[src/rtl/riscy_pkg.sv]
// Shared definitions for the riscy core: opcode map, writeback/memory encodings, widths.
package riscy_pkg;

    localparam int unsigned ADDR_W = 14;
    localparam int unsigned XLEN   = 32;

    localparam logic [6:0] OpcLui    = 7'b0110111;
    localparam logic [6:0] OpcAuipc  = 7'b0010111;
    localparam logic [6:0] OpcJal    = 7'b1101111;
    localparam logic [6:0] OpcJalr   = 7'b1100111;
    localparam logic [6:0] OpcBranch = 7'b1100011;
    localparam logic [6:0] OpcLoad   = 7'b0000011;
    localparam logic [6:0] OpcStore  = 7'b0100011;
    localparam logic [6:0] OpcOpImm  = 7'b0010011;
    localparam logic [6:0] OpcOp     = 7'b0110011;

    typedef enum logic [1:0] {
        WbAlu = 2'd0,
        WbMem = 2'd1,
        WbPc4 = 2'd2,
        WbImm = 2'd3
    } wb_sel_e;

    typedef enum logic [1:0] {
        SizeByte = 2'd0,
        SizeHalf = 2'd1,
        SizeWord = 2'd2
    } mem_size_e;

endpackage

[src/rtl/pc.sv]
// Program counter register: async active-low clear, load on jump, else step by 4.
module pc #(
    parameter int unsigned ADDR_W = 14
) (
    input  logic              clk,
    input  logic              reset,
    input  logic              jump_en,
    input  logic              inc_en,
    input  logic [ADDR_W-1:0] in_addr,
    output logic [ADDR_W-1:0] out_addr
);

    logic [ADDR_W-1:0] pc_q, pc_d;

    always_comb begin
        pc_d = pc_q;
        if (jump_en) begin
            pc_d = in_addr;
        end else if (inc_en) begin
            pc_d = pc_q + ADDR_W'(4);
        end
    end

    always_ff @(posedge clk or negedge reset) begin
        if (!reset) begin
            pc_q <= '0;
        end else begin
            pc_q <= pc_d;
        end
    end

    assign out_addr = pc_q;

endmodule

[src/rtl/ctrl.sv]
// RV32I control unit: combinational instruction decode plus next-pc target selection.
module ctrl
    import riscy_pkg::*;
#(
    parameter int unsigned ADDR_W = riscy_pkg::ADDR_W,
    parameter int unsigned XLEN   = riscy_pkg::XLEN
) (
    input  logic              clk,
    input  logic              reset,
    input  logic [XLEN-1:0]   inst,
    input  logic [XLEN-1:0]   r1_val,
    input  logic              br_taken,
    output logic [ADDR_W-1:0] pc_addr,
    output logic [XLEN-1:0]   imm,
    output logic [4:0]        rd_addr,
    output logic [4:0]        r1_addr,
    output logic [4:0]        r2_addr,
    output logic              rf_w_en,
    output logic [1:0]        wb_sel,
    output logic              alu_src,
    output logic              alu_pc,
    output logic [3:0]        alu_op,
    output logic              mem_w_en,
    output logic              mem_u_en,
    output logic [1:0]        mem_size,
    output logic              illegal
);

    logic [6:0]        opcode;
    logic [2:0]        funct3;
    logic [31:0]       imm_i, imm_s, imm_b, imm_u, imm_j;
    logic              wr_en;
    logic              alu_alt;
    wb_sel_e           wb;
    logic              jump_en;
    logic [ADDR_W-1:0] jump_target;
    logic              unused_r1_hi;

    assign opcode  = inst[6:0];
    assign funct3  = inst[14:12];
    assign rd_addr = inst[11:7];
    assign r1_addr = inst[19:15];
    assign r2_addr = inst[24:20];

    assign imm_i = {{20{inst[31]}}, inst[31:20]};
    assign imm_s = {{20{inst[31]}}, inst[31:25], inst[11:7]};
    assign imm_b = {{19{inst[31]}}, inst[31], inst[7], inst[30:25], inst[11:8], 1'b0};
    assign imm_u = {inst[31:12], 12'b0};
    assign imm_j = {{11{inst[31]}}, inst[31], inst[19:12], inst[20], inst[30:21], 1'b0};

    // Only pc-sized bits of the JALR base matter; targets wrap within the address space.
    assign unused_r1_hi = ^r1_val[XLEN-1:ADDR_W];

    always_comb begin
        imm         = '0;
        wr_en       = 1'b0;
        wb          = WbAlu;
        alu_src     = 1'b0;
        alu_pc      = 1'b0;
        mem_w_en    = 1'b0;
        illegal     = 1'b0;
        jump_en     = 1'b0;
        jump_target = '0;
        unique case (opcode)
            OpcLui: begin
                imm     = imm_u;
                wr_en   = 1'b1;
                wb      = WbImm;
                alu_src = 1'b1;
            end
            OpcAuipc: begin
                imm     = imm_u;
                wr_en   = 1'b1;
                alu_src = 1'b1;
                alu_pc  = 1'b1;
            end
            OpcJal: begin
                imm         = imm_j;
                wr_en       = 1'b1;
                wb          = WbPc4;
                jump_en     = 1'b1;
                jump_target = pc_addr + imm_j[ADDR_W-1:0];
            end
            OpcJalr: begin
                imm         = imm_i;
                wr_en       = 1'b1;
                wb          = WbPc4;
                alu_src     = 1'b1;
                jump_en     = 1'b1;
                jump_target = (r1_val[ADDR_W-1:0] + imm_i[ADDR_W-1:0])
                            & {{(ADDR_W-1){1'b1}}, 1'b0};
            end
            OpcBranch: begin
                imm         = imm_b;
                jump_en     = br_taken;
                jump_target = pc_addr + imm_b[ADDR_W-1:0];
            end
            OpcLoad: begin
                imm     = imm_i;
                wr_en   = 1'b1;
                wb      = WbMem;
                alu_src = 1'b1;
            end
            OpcStore: begin
                imm      = imm_s;
                mem_w_en = 1'b1;
                alu_src  = 1'b1;
            end
            OpcOpImm: begin
                imm     = imm_i;
                wr_en   = 1'b1;
                alu_src = 1'b1;
            end
            OpcOp: begin
                wr_en = 1'b1;
            end
            default: begin
                illegal = 1'b1;
            end
        endcase
    end

    // inst[30] selects SUB/SRA; only meaningful for R-type and immediate shifts.
    assign alu_alt = inst[30] & ((opcode == OpcOp) ||
                                 ((opcode == OpcOpImm) && (funct3[1:0] == 2'b01)));
    assign alu_op  = {alu_alt, funct3};

    assign rf_w_en  = wr_en & (rd_addr != 5'd0) & ~illegal;
    assign wb_sel   = wb;
    assign mem_u_en = funct3[2];
    assign mem_size = funct3[1:0];

    pc #(
        .ADDR_W(ADDR_W)
    ) u_pc (
        .clk     (clk),
        .reset   (reset),
        .jump_en (jump_en),
        .inc_en  (1'b1),
        .in_addr (jump_target),
        .out_addr(pc_addr)
    );

endmodule

[config.mk]
export PLATFORM = sky130hd
export DESIGN_NAME = ctrl
export DESIGN_NICKNAME = d
export VERILOG_FILES = /design/src/rtl/riscy_pkg.sv /design/src/rtl/pc.sv /design/src/rtl/ctrl.sv
export SDC_FILE = /design/constraint.sdc
export NUM_CORES = 1
export LEC_CHECK = 0
export ABC_CLOCK_PERIOD_IN_PS = 5800
export CAP_MARGIN = 20
export CORE_MARGIN = 3
export CORE_UTILIZATION = 35
export CTS_CLUSTER_DIAMETER = 120
export DETAILED_ROUTE_END_ITERATION = 10
export PLACE_DENSITY = 0.73
export REMOVE_ABC_BUFFERS = 1
export SKIP_CTS_REPAIR_TIMING = 1
export SLEW_MARGIN = 5
export SYNTH_ARGS = -nofsm -noshare
export SYNTH_HDL_FRONTEND = slang
export SYNTH_HIERARCHICAL = 1
export SYNTH_SLANG_ARGS = --single-unit
[constraint.sdc]
create_clock -name clk -period 5.8 [get_ports clk]
set_input_delay 1.45 -clock clk [delete_from_list [all_inputs] [get_ports clk]]
set_output_delay 1.45 -clock clk [all_outputs]
set_load 0.02 [all_outputs]
==> metrics.sh, run 1 <==
INITIAL_UTILIZATION_PCT=36.4
CLOCK_LATENCY_LATE_SINK_NS=0.24
BUFFER_PORTS.INSERTED=123
GRT_FIRST_PASS_WIRELENGTH_UM=14200
WORSTREG2REGEND='u_pc/out_addr[13]'
DRT_ITER0_MARKERS=84
TIGHTEST_SLEW_NS=0.755
WORST_PATH_LARGEST_CELL_DELAY_NS=0.60
POSTSYNTHAREAPERCELL_UM2=7.40
POST-SYNTH-TOP-COUNT-CELL='nand2_1'
SYNTH_TOP_AREA_SHARE_PCT=13.1
WORST_CLOCK_SKEW_NS=0.00142
FINALCRITICALPERIOD_NS=5.43
INITIAL_ANTENNA_VIOLATION_COUNT=0
TIMING.REG2REG.WORST_PATH_DEPTH=9
SYNTH_TOP_CELLS_BY_AREA='dfrtp_1 (13%), ha_1 (12%), a21o_1 (7.9%)'
FMAX_GHz=0.184
CTS-ROOT-TO-SINK-BUFFERS=2
TIMING.SLEW.HEADROOM_PCT=49.5
FLOW.AREA_GROWTH_FROM_SYNTHESIS_PCT=46.8
GP_ROUTABILITY_CONGESTION=0.862
TIMING.CRITICAL_PATH.TO_TYPE='output pin'
CRIT_SLOWEST_CELL='clkdlybuf4s50_1'
LAYOUT_WORST_PATH_CYCLE_SHARE_PCT=93.6
CELL_REPEATED_MOST_ALONG_THE_WORST_PATH='clkdlybuf4s50_1'
FLOORPLAN_DIE_HEIGHT_UM=93.3
DPL_HPWL_UM=7500
HOLD_END='u_pc/out_addr[0]'
POWER_LEAKAGE_uW=0.00176
CP_NUM_BUF_INV=2
CP.ARRIVAL_NS=3.98
DETAIL_ROUTE.WIRELENGTH_UM=9080
TIMING.REG2REG.SETUP_SLACK_NS=3.17
GRT_START_MAX_NET_PINS=26
CRIT_CHAIN='clkdlybuf4s50_1 -> and3b_1 -> nand3_2 -> or2_1 -> o21ai_1 -> o21a_2 -> a21o_1 -> clkdlybuf4s50_1'
SYNTH_SEQUENTIAL_AREA_RATIO_PCT=13.1
RR_STARTPOINT='u_pc/out_addr[1]'
SETUP-VIOLATIONS-FINAL=0
WIRE_PER_INST_UM=16.1
NUMBER_OF_CLOCK_SINKS=14
GROUTE.USAGE.OVERALL_PCT=20.3
CTS_INSERTED_BUFFERS=3
POWER_PER_CELL_AREA_nW_PER_UM2=181
SYN-CELL-AREA_UM2=2670
DRV.MAX_CAP_VIOLATION_COUNT=0
HP-START='u_pc/out_addr[0]'
YOSYSWARNINGCOUNT=6
FINALSETUPTNS_NS=0
STATUS='finished, final reports clean'
CORE.ROWCOUNT=31
GLOBALROUTEOVERFLOWTOTAL=0
YOSYSUNIQUECELLTYPES=49
CLOCK_TREE_FROM_TRITONCTS='yes'
DPL.CELL_COUNT=562
CLK_PIN_SLEW_NS=0.06
POSTSYNTHCELLCOUNT=361
LARGEST_REGISTER_FFS=14
NUMBER_OF_TOP_LEVEL_PINS=142
WORST_SETUP_PATH_STARTPOINT='inst[4]'
AVGVIACOUNTPERCELL=5.34
TIMING.HOLD.WORST.CLASS='reg -> reg'
WORST_HOLD_PATH.NUM_CELLS=1
SYNTH_AREA_LEADER_CELL='dfrtp_1'
LAYOUT.CELLS.NON_FILLER=565
CTSROOTBUFFERMASTER='clkbuf_8'
NFILLCELLS=683
INSERTEDDIODECOUNT=0
DATA_REQUIRED_CRITICAL_PATH_NS=4.35
KIND_OF_START_POINT_OF_THE_CRITICAL_PATH='primary input'
SYNTH_FF_TYPE='dfrtp_1'
DETAILROUTE.VIA_COUNT=3016
CRITICAL_PATH_PEAK_FANOUT=8
FINALNETCOUNT=562
VIAS_IN_THE_FIRST_GLOBAL_ROUTE=2874
SYNTH_REGISTER_BITS=14
DETAIL-ROUTE-ANTENNA-NETS=0
DIEAREA_UM2=8710
YS_ASYNC_SR_FRACTION_PCT=100
WORSTSETUPPATHTYPE='in -> out'
IR_WORST_VDD_uV=91.1
SYNTH-EDFF-COUNT=0
HTREE_NUM_LEVELS=1
FP.COREAREA_UM2=7330
POST_DETAILED_ROUTE_DRC_MARKER_COUNT=0
SYNTH_COMMONEST_CELLS='nand2_1 (50), a21o_1 (28), ha_1 (25), o21ai_0 (25)'
FLOORPLAN.DIE.WIDTH_UM=93.3
PATH_DELAY_FAMILY='buffers and inverters'
TRITONROUTE_PASS_1_ITERS=4
POST_ROUTE_CELLS_DRIVE_ABOVE_1_SHARE_PCT=4.94
REPORT.FINAL.SLEW_VIOL_COUNT=0
SETUP_REPAIR_AFTER_GLOBAL_ROUTING_MISSED_ITS_MARGIN='false'
HOLD_VIOL_FINAL=0
## where the power goes
group	total (uW)	internal [uW]	switching (uW)
sequential	165	120	44.9
clock	81.0	46.0	35.0
combinational	463	218	245
total	708	384	325
## metal layers
| metal | track usage, % | up-vias | routed length [um] |
|---|---|---|---|
| met4 | 0.977 | 0 | 34 |
| li1 | - | 1482 | - |
| met3 | 3.06 | 2 | 527 |
| met1 | 26.0 | 1441 | 3940 |
| met5 | 0 | - | 0 |
| met2 | 37.3 | 91 | 4580 |
## how the worst max path moves through the flow
stage	to	cells past startpoint
finish	imm[16]	8
global route	imm[24]	7
CTS	imm[16]	8
detailed placement	imm[16]	8
global placement	imm[16]	8
floorplan	imm[12]	6
## cells in the final DEF, fill, tap and decap left out, types with 2 or more instances in the layout
cell type and n:
clkdlybuf4s50_1 123, nand2_1 50, a21o_1 28, o21ai_0 25, ha_1 25, a21oi_1 22
nor2_1 20, xnor2_1 18, xor2_1 18, dfrtp_1 14, and2_1 11, o22ai_1 10
buf_4 8, inv_1 7, nor3_1 7, nand3_1 6, nand4_1 6, o21ai_1 6
conb_1 6, a22o_1 5, mux2_2 4, a211oi_1 4, a31oi_1 4, o31ai_1 3
o211ai_1 3, nor4_1 3, and3_1 3, clkbuf_8 3, nand2b_1 2, o21bai_1 2
mux2i_1 2, fa_1 2
## area by class of cell
class	count	area, um2	area share (%)
multi-input cells	311	2090	53.2
repair buffers	131	1290	32.9
flip-flops and latches	14	350	8.94
well taps	99	124	3.16
clock buffers	3	41.3	1.05
inverters	7	26.3	0.670
## cells by family after synthesis
family | Yosys count | share of synthesized area (%)
other cells | 1 | 0.140
xor+xnor | 36 | 11.8
flops | 14 | 13.1
mux | 6 | 2.44
fa+ha+maj | 27 | 13.2
compound gates | 119 | 28.4
buf+inv | 41 | 9.42
simple gates | 117 | 21.5
## stage by stage
step	utilization (%)	hold slack, ns	setup slack [ns]	power [uW]	cell area [um2]
floorplan	-	0.649	1.59	435	2460
global placement	52.9	0.514	0.434	614	3880
detailed placement	52.9	0.531	0.415	623	3880
CTS	53.5	0.544	0.409	710	3920
global route	53.5	0.572	0.265	765	3920
finish	53.5	0.538	0.372	708	3920
## worst reg2reg max path: stages (launching register included)
cell and delay [ns]:
dfrtp_1 0.39, ha_1 0.25, fa_1 0.43, a211oi_1 0.33, o21ai_1 0.17, a31oi_1 0.29, a21oi_1 0.12, xnor2_1 0.17
o22ai_1 0.09, mux2_2 0.27
Note: power is estimated with default switching activity, not from simulation.
==> inputs of run 2 (changes only) <==
REMOVE_ABC_BUFFERS = not set   (was 1)
SLEW_MARGIN = 20   (was 5)
==> run 2 against run 1 <==
Net effect:
- clock skew grew 0.00072 ns
- sequential cell count is the same
- maximum frequency grew 0.69%
- highest routed layer unchanged
==> metrics.sh, run 2 (synthesis results as in run 1) <==
CRITICAL_PATH_PEAK_FANOUT=11
TIMING.SLEW.HEADROOM_PCT=47.4
DATA_REQUIRED_CRITICAL_PATH_NS=4.35
VIAS_IN_THE_FIRST_GLOBAL_ROUTE=2863
RR_STARTPOINT='u_pc/out_addr[1]'
HOLD-WORST-SLACK_NS=0.534
HP-START='u_pc/out_addr[0]'
LAYOUT.CELLS.NON_FILLER=563
FLOORPLAN.DIE.WIDTH_UM=93.3
SETUP-VIOLATIONS-FINAL=0
CORE.ROWCOUNT=31
GROUTE.USAGE.OVERALL_PCT=20.3
INITIAL_ANTENNA_VIOLATION_COUNT=0
IR_WORST_VDD_uV=78.2
GLOBALROUTEOVERFLOWTOTAL=0
FINALSETUPTNS_NS=0
GRT_START_MAX_NET_PINS=26
DP_AREA_UM2=3860
NUMBER_OF_TOP_LEVEL_PINS=142
BUFFER_PORTS.INSERTED=123
POWER.SHARE.SWITCHING_PCT=45.7
FINALNETCOUNT=560
HOLD_VIOL_FINAL=0
DPL.CELL_COUNT=560
CRIT_CHAIN='clkdlybuf4s50_1 -> and3b_1 -> nand2_1 -> a21oi_2 -> and2_1 -> a21o_1 -> clkdlybuf4s50_1'
LAYOUT.CORE_UTILIZATION_PCT=53.3
CTS-ROOT-TO-SINK-BUFFERS=2
DPL_HPWL_UM=7440
SETUP_REPAIR_AFTER_GLOBAL_ROUTING_MISSED_ITS_MARGIN='false'
LAYOUT_WORST_PATH_CYCLE_SHARE_PCT=93.0
HTREE_NUM_LEVELS=1
DETAIL-ROUTE-ANTENNA-NETS=0
POWER_LEAKAGE_uW=0.00175
SHARE_COMB_OF_TOTAL_POWER_PCT=65.0
GRT_FIRST_PASS_WIRELENGTH_UM=14300
WORST_CLOCK_SKEW_NS=0.00214
MOSTFREQUENTLAYOUTCELL='clkdlybuf4s50_1'
WORSTSETUPPATHTYPE='in -> out'
WORST_SETUP_PATH_STARTPOINT='inst[4]'
POWER_PER_CELL_AREA_nW_PER_UM2=181
FLOORPLAN_DIE_HEIGHT_UM=93.3
KIND_OF_START_POINT_OF_THE_CRITICAL_PATH='primary input'
CRIT_SLOWEST_CELL='clkdlybuf4s50_1'
TIGHTEST_SLEW_NS=0.787
TIMING.CRITICAL_PATH.TO_TYPE='output pin'
POST_DETAILED_ROUTE_DRC_MARKER_COUNT=0
STATUS='finished, final reports clean'
TRITONROUTE_PASS_1_ITERS=4
GP_ROUTABILITY_CONGESTION=0.894
INITIAL_UTILIZATION_PCT=36.4
DRT_ITER0_MARKERS=151
CP.ARRIVAL_NS=3.94
FOOTPRINT_OF_THE_MULTI_INPUT_GATES_UM2=2090
FINALCRITICALPERIOD_NS=5.39
FP.COREAREA_UM2=7330
TIMING.HOLD.WORST.CLASS='reg -> reg'
DETAILROUTE.VIA_COUNT=2984
FLOW.AREA_GROWTH_FROM_SYNTHESIS_PCT=46.3
STDCELL_AREA_UM2=3910
CTS_INSERTED_BUFFERS=3
DIEAREA_UM2=8710
CELL_REPEATED_MOST_ALONG_THE_WORST_PATH='clkdlybuf4s50_1'
REPORT.FINAL.SLEW_VIOL_COUNT=0
SEQ_POWER_SHARE_PCT=23.5
CP_NUM_BUF_INV=2
CTSROOTBUFFERMASTER='clkbuf_8'
LARGEST_REGISTER_FFS=14
INSERTEDDIODECOUNT=0
DETAIL_ROUTE.WIRELENGTH_UM=8950
POST_ROUTE_CELLS_DRIVE_ABOVE_1_SHARE_PCT=4.53
WORST_PATH_LARGEST_CELL_DELAY_NS=0.61
AVGVIACOUNTPERCELL=5.30
WIRE_PER_INST_UM=15.9
FMAX_GHz=0.185
POWER.INTERNAL_uW=383
CLOCK_LATENCY_LATE_SINK_NS=0.25
NFILLCELLS=718
DRV.MAX_CAP_VIOLATION_COUNT=0
MOST-COMMON-LAYOUT-CELLS='clkdlybuf4s50_1 (123), nand2_1 (50), a21o_1 (28)'
POWER.NET_SWITCHING_uW=323
NUMBER_OF_CLOCK_SINKS=14
CLOCK_TREE_FROM_TRITONCTS='yes'
PATH_DELAY_FAMILY='buffers and inverters'
SHARE_CLK_OF_TOTAL_POWER_PCT=11.5
REGISTER_AREA_UM2=350
CLK_PIN_SLEW_NS=0.06
==> run 2: cell types whose count changed in the layout (fill, tap and decap cells not counted) <==
cell / change
buf_4: -2
==> run 2: worst paths after layout <==
check	cells past startpoint	slack [ns]	endpoint
min reg2reg	1	0.53	u_pc/out_addr[0]
min in group asynchronous	1	1.61	u_pc/out_addr[0]
min	1	0.53	u_pc/out_addr[0]
max reg2reg	9	3.17	u_pc/out_addr[13]
max	7	0.41	imm[21]
max in group asynchronous	1	3.77	u_pc/out_addr[7]
==> run 2: metal layers <==
| metal | vias up | GRT usage, % | part of all wire, % |
|---|---|---|---|
| li1 | 1484 | - | - |
| met1 | 1396 | 25.9 | 43 |
| met2 | 92 | 36.2 | 50 |
| met3 | 12 | 3.06 | 5.2 |
| met4 | 0 | 3.66 | 1.5 |
| met5 | - | 0 | 0 |
==> run 2: worst reg2reg max path, delay by kind of cell, from the launching register on <==
family | cells | cell delay [ns]
AOI/OAI and AO/OA | 5 | 1.02
adders and majority gates | 2 | 0.68
DFF | 1 | 0.39
muxes | 1 | 0.27
xor gates and xnor gates | 1 | 0.16
==> run 2: final cells by class <==
| cell class | instances | area share [%] |
|---|---|---|
| flip-flops and latches | 14 | 8.97 |
| clock buffers | 3 | 1.06 |
| repair buffers | 129 | 32.7 |
| well taps | 99 | 3.17 |
| inverters | 7 | 0.673 |
| multi-input cells | 311 | 53.4 |
==> run 2: power groups by stage <==
stage	clock network (uW)	registers [uW]	logic, uW
after floorplan	0	182	278
after global placement	0	165	448
after detailed placement	0	167	455
after CTS	82.3	167	458
after global routing	87.8	172	508
final	81.5	166	459
==> run 2: through the flow <==
step                power [uW]  setup WS (ns)
finish                     706          0.409
global placement           613          0.460
global route               768          0.257
CTS                        707          0.439
detailed placement         622          0.458
floorplan                  460           1.71
